===== config.mk =====
export PLATFORM = sky130hd
export DESIGN_NAME = regfile_write_arbiter
export DESIGN_NICKNAME = d
export VERILOG_FILES = /design/src/rtl/regfile_write_arbiter.sv
export SDC_FILE = /design/constraint.sdc
export NUM_CORES = 1
export LEC_CHECK = 0
export BUFFER_PORTS_ARGS = -buffer_cell sky130_fd_sc_hd__buf_2
export CORE_ASPECT_RATIO = 1.1
export CORE_MARGIN = 2
export CORE_UTILIZATION = 49
export CTS_CLUSTER_DIAMETER = 100
export DETAILED_ROUTE_END_ITERATION = 10
export PLACE_DENSITY_LB_ADDON = 0.05
export SYNTH_ARGS = -nofsm -noshare
export SYNTH_HDL_FRONTEND = slang
export SYNTH_SLANG_ARGS = --single-unit
export TNS_END_PERCENT = 30

===== constraint.sdc =====
create_clock -name clk -period 2.3 [get_ports clk]
set_input_delay 0.46 -clock clk [delete_from_list [all_inputs] [get_ports clk]]
set_output_delay 0.46 -clock clk [all_outputs]
set_load 0.005 [all_outputs]

===== src/rtl/regfile_write_arbiter.sv =====
`default_nettype none
// ============================================================================
// Module   : regfile_write_arbiter
// Purpose  : Shares the single write port of the 8 x BITS register file
//            between two writeback requesters (A = ALU result, B = load or
//            immediate) with round-robin fairness, and runs a clear sequence
//            that writes CLEAR_VALUE into R0..R7 on an init pulse.
// Ports    : clk, reset (async, active-high)
//            init                 - one-cycle pulse, starts the clear sequence
//            reqA/numA/dataA/ackA - requester A handshake (ack combinational)
//            reqB/numB/dataB/ackB - requester B handshake (ack combinational)
//            write/writenum/data_in - registered register-file write port
//            busy                 - registered, high while clearing
//            grantsA/grantsB      - saturating accepted-write counters, only
//                                   present when REGFILE_ARB_STATS_EN is defined
// Revision : 1.0 - initial release
// ============================================================================
module regfile_write_arbiter #(
  parameter int              BITS        = 16,
  parameter logic [BITS-1:0] CLEAR_VALUE = '0
) (
  input  logic            clk,
  input  logic            reset,
  input  logic            init,
  input  logic            reqA,
  input  logic [2:0]      numA,
  input  logic [BITS-1:0] dataA,
  output logic            ackA,
  input  logic            reqB,
  input  logic [2:0]      numB,
  input  logic [BITS-1:0] dataB,
  output logic            ackB,
  output logic            write,
  output logic [2:0]      writenum,
  output logic [BITS-1:0] data_in,
  output logic            busy
`ifdef REGFILE_ARB_STATS_EN
  ,
  output logic [15:0]     grantsA,
  output logic [15:0]     grantsB
`endif
);

  typedef enum logic [0:0] {
    S_IDLE  = 1'b0,
    S_CLEAR = 1'b1
  } state_t;

  localparam logic c_GRANT_A = 1'b0;
  localparam logic c_GRANT_B = 1'b1;

  state_t          r_state;
  logic [2:0]      r_clear_cnt;
  logic            r_last_grant;
  logic            r_write;
  logic [2:0]      r_writenum;
  logic [BITS-1:0] r_data;
  logic            r_busy;

  logic            w_arb_open;
  logic            w_grant_a;
  logic            w_grant_b;

  // Arbitration is only open in IDLE with no init pending; init takes
  // precedence over any request in the same cycle. Gating with reset keeps
  // both acks low while reset is held.
  assign w_arb_open = !reset && (r_state == S_IDLE) && !init;

  // Under contention the requester that did not win last time goes first,
  // which also guarantees the two grants are mutually exclusive.
  assign w_grant_a = w_arb_open && reqA && (!reqB || (r_last_grant == c_GRANT_B));
  assign w_grant_b = w_arb_open && reqB && (!reqA || (r_last_grant == c_GRANT_A));

  assign ackA     = w_grant_a;
  assign ackB     = w_grant_b;
  assign write    = r_write;
  assign writenum = r_writenum;
  assign data_in  = r_data;
  assign busy     = r_busy;

  always_ff @(posedge clk or posedge reset) begin
    if (reset) begin
      r_state      <= S_IDLE;
      r_clear_cnt  <= 3'd0;
      r_last_grant <= c_GRANT_B;
      r_write      <= 1'b0;
      r_writenum   <= 3'd0;
      r_data       <= '0;
      r_busy       <= 1'b0;
    end else begin
      case (r_state)
        S_IDLE: begin
          if (init) begin
            r_state     <= S_CLEAR;
            r_busy      <= 1'b1;
            r_clear_cnt <= 3'd0;
            r_write     <= 1'b0;
          end else if (w_grant_a) begin
            r_write      <= 1'b1;
            r_writenum   <= numA;
            r_data       <= dataA;
            r_last_grant <= c_GRANT_A;
          end else if (w_grant_b) begin
            r_write      <= 1'b1;
            r_writenum   <= numB;
            r_data       <= dataB;
            r_last_grant <= c_GRANT_B;
          end else begin
            // Address and data hold so the port only toggles on real writes.
            r_write <= 1'b0;
          end
        end
        S_CLEAR: begin
          r_write     <= 1'b1;
          r_writenum  <= r_clear_cnt;
          r_data      <= CLEAR_VALUE;
          r_clear_cnt <= r_clear_cnt + 3'd1;
          // The count wraps to 0 here but the sequence stops, so R0 is never
          // written twice.
          if (r_clear_cnt == 3'd7) begin
            r_state <= S_IDLE;
            r_busy  <= 1'b0;
          end
        end
        default: begin
          r_state <= S_IDLE;
        end
      endcase
    end
  end

`ifdef REGFILE_ARB_STATS_EN
  logic [15:0] r_grants_a;
  logic [15:0] r_grants_b;

  // Only arbitrated writes are counted; clear-sequence writes never raise
  // an ack, so they are excluded automatically.
  always_ff @(posedge clk or posedge reset) begin
    if (reset) begin
      r_grants_a <= 16'd0;
      r_grants_b <= 16'd0;
    end else begin
      if (w_grant_a && (r_grants_a != 16'hFFFF)) begin
        r_grants_a <= r_grants_a + 16'd1;
      end
      if (w_grant_b && (r_grants_b != 16'hFFFF)) begin
        r_grants_b <= r_grants_b + 16'd1;
      end
    end
  end

  assign grantsA = r_grants_a;
  assign grantsB = r_grants_b;
`endif

endmodule
`default_nettype wire


==> out/metrics.yaml <==
power_and_ir_drop:
  switching_share_pct: 33.33
  switchingPower_mw: 0.4566
  power_mw: 1.370
  combinationalPowerShare_pct: 35.5
  power.internal_mw: 0.9135
  p_per_area_nw_per_um2: 780.5
  pwr-share-seq_pct: 47.4
  ir_drop_uv: 447.5
  power_frac_clock_pct: 17.1
  p_leak_nw: 0.9727
drt:
  via_per_inst: 5.227
  routedWlPerCell_um: 13.43
  vias: 1150
  route.antenna.remaining_nets: 0
  routed_wl_um: 2955
  drtIter0Drc: 21
  dr.pass1.iters: 4
  drc: 0
critical_path:
  crit_arrival_ns: 1.61
  startpoint_type: "flop"
  criticalPathCategory: "reg -> out"
  worstPathCellList: "nor3_4, and3_1, buf_2"
  crit_fanout: 15
  required_ns: 1.84
  endpoint_kind: "output port"
  cpMaxStageDelayCell: "dfrtp_1"
  max_stage_delay_ns: 0.58
die:
  die_y_um: 59.23
  core_um2: 2703
  fp-row-count: 20
  dieArea_um2: 3211
  die_x_um: 54.21
  ioPinCount: 66
  start_util_pct: 50.28
layout:
  diodes: 0
  area_growth_pct: 29.19
  seqCellArea_um2: 651.9
  finalNetCount: 234
  fill_cells: 241
  finish.utilization_pct: 64.95
  final_cell_mix: "buf_2 (65), dfrtp_1 (25), mux2i_1 (18), nand3b_1 (16), o21ai_2 (10)"
  final_common_cell: "buf_2"
  layout-drive-gt1-share_pct: 47.06
  final_cells: 220
  multiInputGateArea_um2: 651.9
sta:
  rsz0062_at_grt: "no"
  tns_ns: 0
  fin_skew_ns: 0.002156
  fin_ws_ns: 0.2300
  finalSetupViolCount: 0
  max_freq_mhz: 483.1
  period_share_pct: 90.00
  period_needed_ns: 2.070
  relSlewSlack_pct: 68.12
  hold_viol_final: 0
  final-max-slew-violation-count: 0
  worst_pin_slew_ns: 0.4782
synthesis:
  synth_enable_flop_cells: 0
  ys_types: 27
  yosysWarnings: 0
  syn_inst: 121
  dominantRegCellSynth: "dfrtp_1"
  async_reset_ff_share_pct: 100.0
  synth_seq_cells: 26
  syn_area_um2: 1359
  syn_nets: 167
  synth_area_per_cell_um2: 11.23
  synth_seq_area_share_pct: 47.97
global_routing:
  gr-total-overflow: 0
  grt_max_degree: 38
  antenna_found_initial: 0
  first_global_vias: 1135
  grt_pass1_wl_um: 4747
  grt_use_total_pct: 19.88
status:
  outcome: "finished clean"
placed_design:
  dpl.hpwl_um: 2201
  dp.cells: 216
  port-buffer-count: 65
  gp_congestion: 0.7266
  pre_cts_slack_ns: 0.6098
clock_tree:
  cts_tree: "yes"
  cts.sinks: 26
  clk_latency_ns: 0.32
  htreeDepth: 1
  holdBufCountCts: 0
  cts_root_buffer: "clkbuf_4"
  numCtsBuffers: 3
  clk_path_buf_depth: 2
  cts_setup_buffers: 0
  cts.clk_slew.worst_paths_ns: 0.14
  ctsResizeCount: 0
worst_hold_path:
  worstHoldPathType: "in -> async"
run:
  cap_violations: 0
==> layout make-up <==
type	count	area share, %
clock buffer	4	2.067
multi-input combinational	84	37.13
sequential	26	37.13
tap	33	2.352
timing repair buffer	70	20.67
inverter	3	0.6415
==> state kept, by name (all words and copies together) (netlist names) <==
register	cells
r_clear_cnt	3
writenum	3
write	1
r_last_grant	1
busy	1
r_state	1
data_in	16
==> cells in the mapped netlist, drive strengths merged, types with 2 or more instances <==
library cell,number,area share [%]
dfrtp,25,46
o21ai,19,10
mux2i,18,13
nand3b,16,8.8
nand2,7,1.9
buf,5,2.9
clkbuf,3,0.83
ha,3,2.8
inv,3,0.83
nor2,3,0.83
nor3,3,1.9
a21oi,2,0.74
nand2b,2,0.92
o221ai,2,1.3
o22ai,2,0.92
==> power by group through the flow <==
stage	Sequential, mW	Combinational [mW]	Clock (mW)
after floorplan	0.637	0.345	0
after global placement	0.654	0.473	0
after detailed placement	0.657	0.488	0
after CTS	0.650	0.493	0.245
after global routing	0.667	0.557	0.260
final	0.649	0.486	0.235
==> cells by family (layout without fill, tap and decap cells) <==
family / Yosys count / after routing / share of synthesized area, %
adders and majority gates: 3 / 3 / 2.763
AOI/OAI and AO/OA: 29 / 29 / 15.56
muxes: 18 / 18 / 13.26
DFF: 26 / 26 / 47.97
buffers and inverters: 11 / 77 / 4.604
and+or+nand+nor: 34 / 34 / 15.84
==> final timing paths <==
check	endpoint	depth (start not counted)	startpoint	slack, ns
setup / recovery	ackB	3	r_state$_DFF_PP0_	0.23
hold / removal	writenum[2]$_DFFE_PP0P_	2	reset	0.17
setup reg to reg	writenum[1]$_DFFE_PP0P_	5	r_state$_DFF_PP0_	0.64
hold reg to reg	data_in[15]$_DFFE_PP0P_	2	data_in[15]$_DFFE_PP0P_	0.53
max in group asynchronous	r_last_grant$_DFFE_PP1P_	3	reset	1.49
min in group clk	r_last_grant$_DFFE_PP1P_	2	reqA	0.38
==> metrics by stage <==
step | hold WS [ns] | instance area, um^2
after floorplan | 0.4793 | 1359
after global routing | 0.1863 | 1755
final | 0.1674 | 1755
after global placement | 0.4945 | 1719
after detailed placement | 0.5066 | 1719
after CTS | 0.1663 | 1755
==> critical path, delay by kind of cell, from the launching register on <==
| family | cells | cell delay [ns] |
|---|---|---|
| DFF | 1 | 0.58 |
| and+or+nand+nor | 2 | 0.60 |
| buffers and inverters | 1 | 0.11 |
==> per-layer routing <==
metal / part of all wire, % / vias up / wire (um) / GRT usage [%]
met1: 42 / 538 / 1249 / 25.04
li1: - / 572 / - / -
met3: 5.9 / 0 / 173 / 2.273
met5: 0 / - / 0 / 0
met2: 52 / 40 / 1532 / 36.14
met4: 0 / 0 / 0 / 3.571
Power figures use the tool's default switching activity.
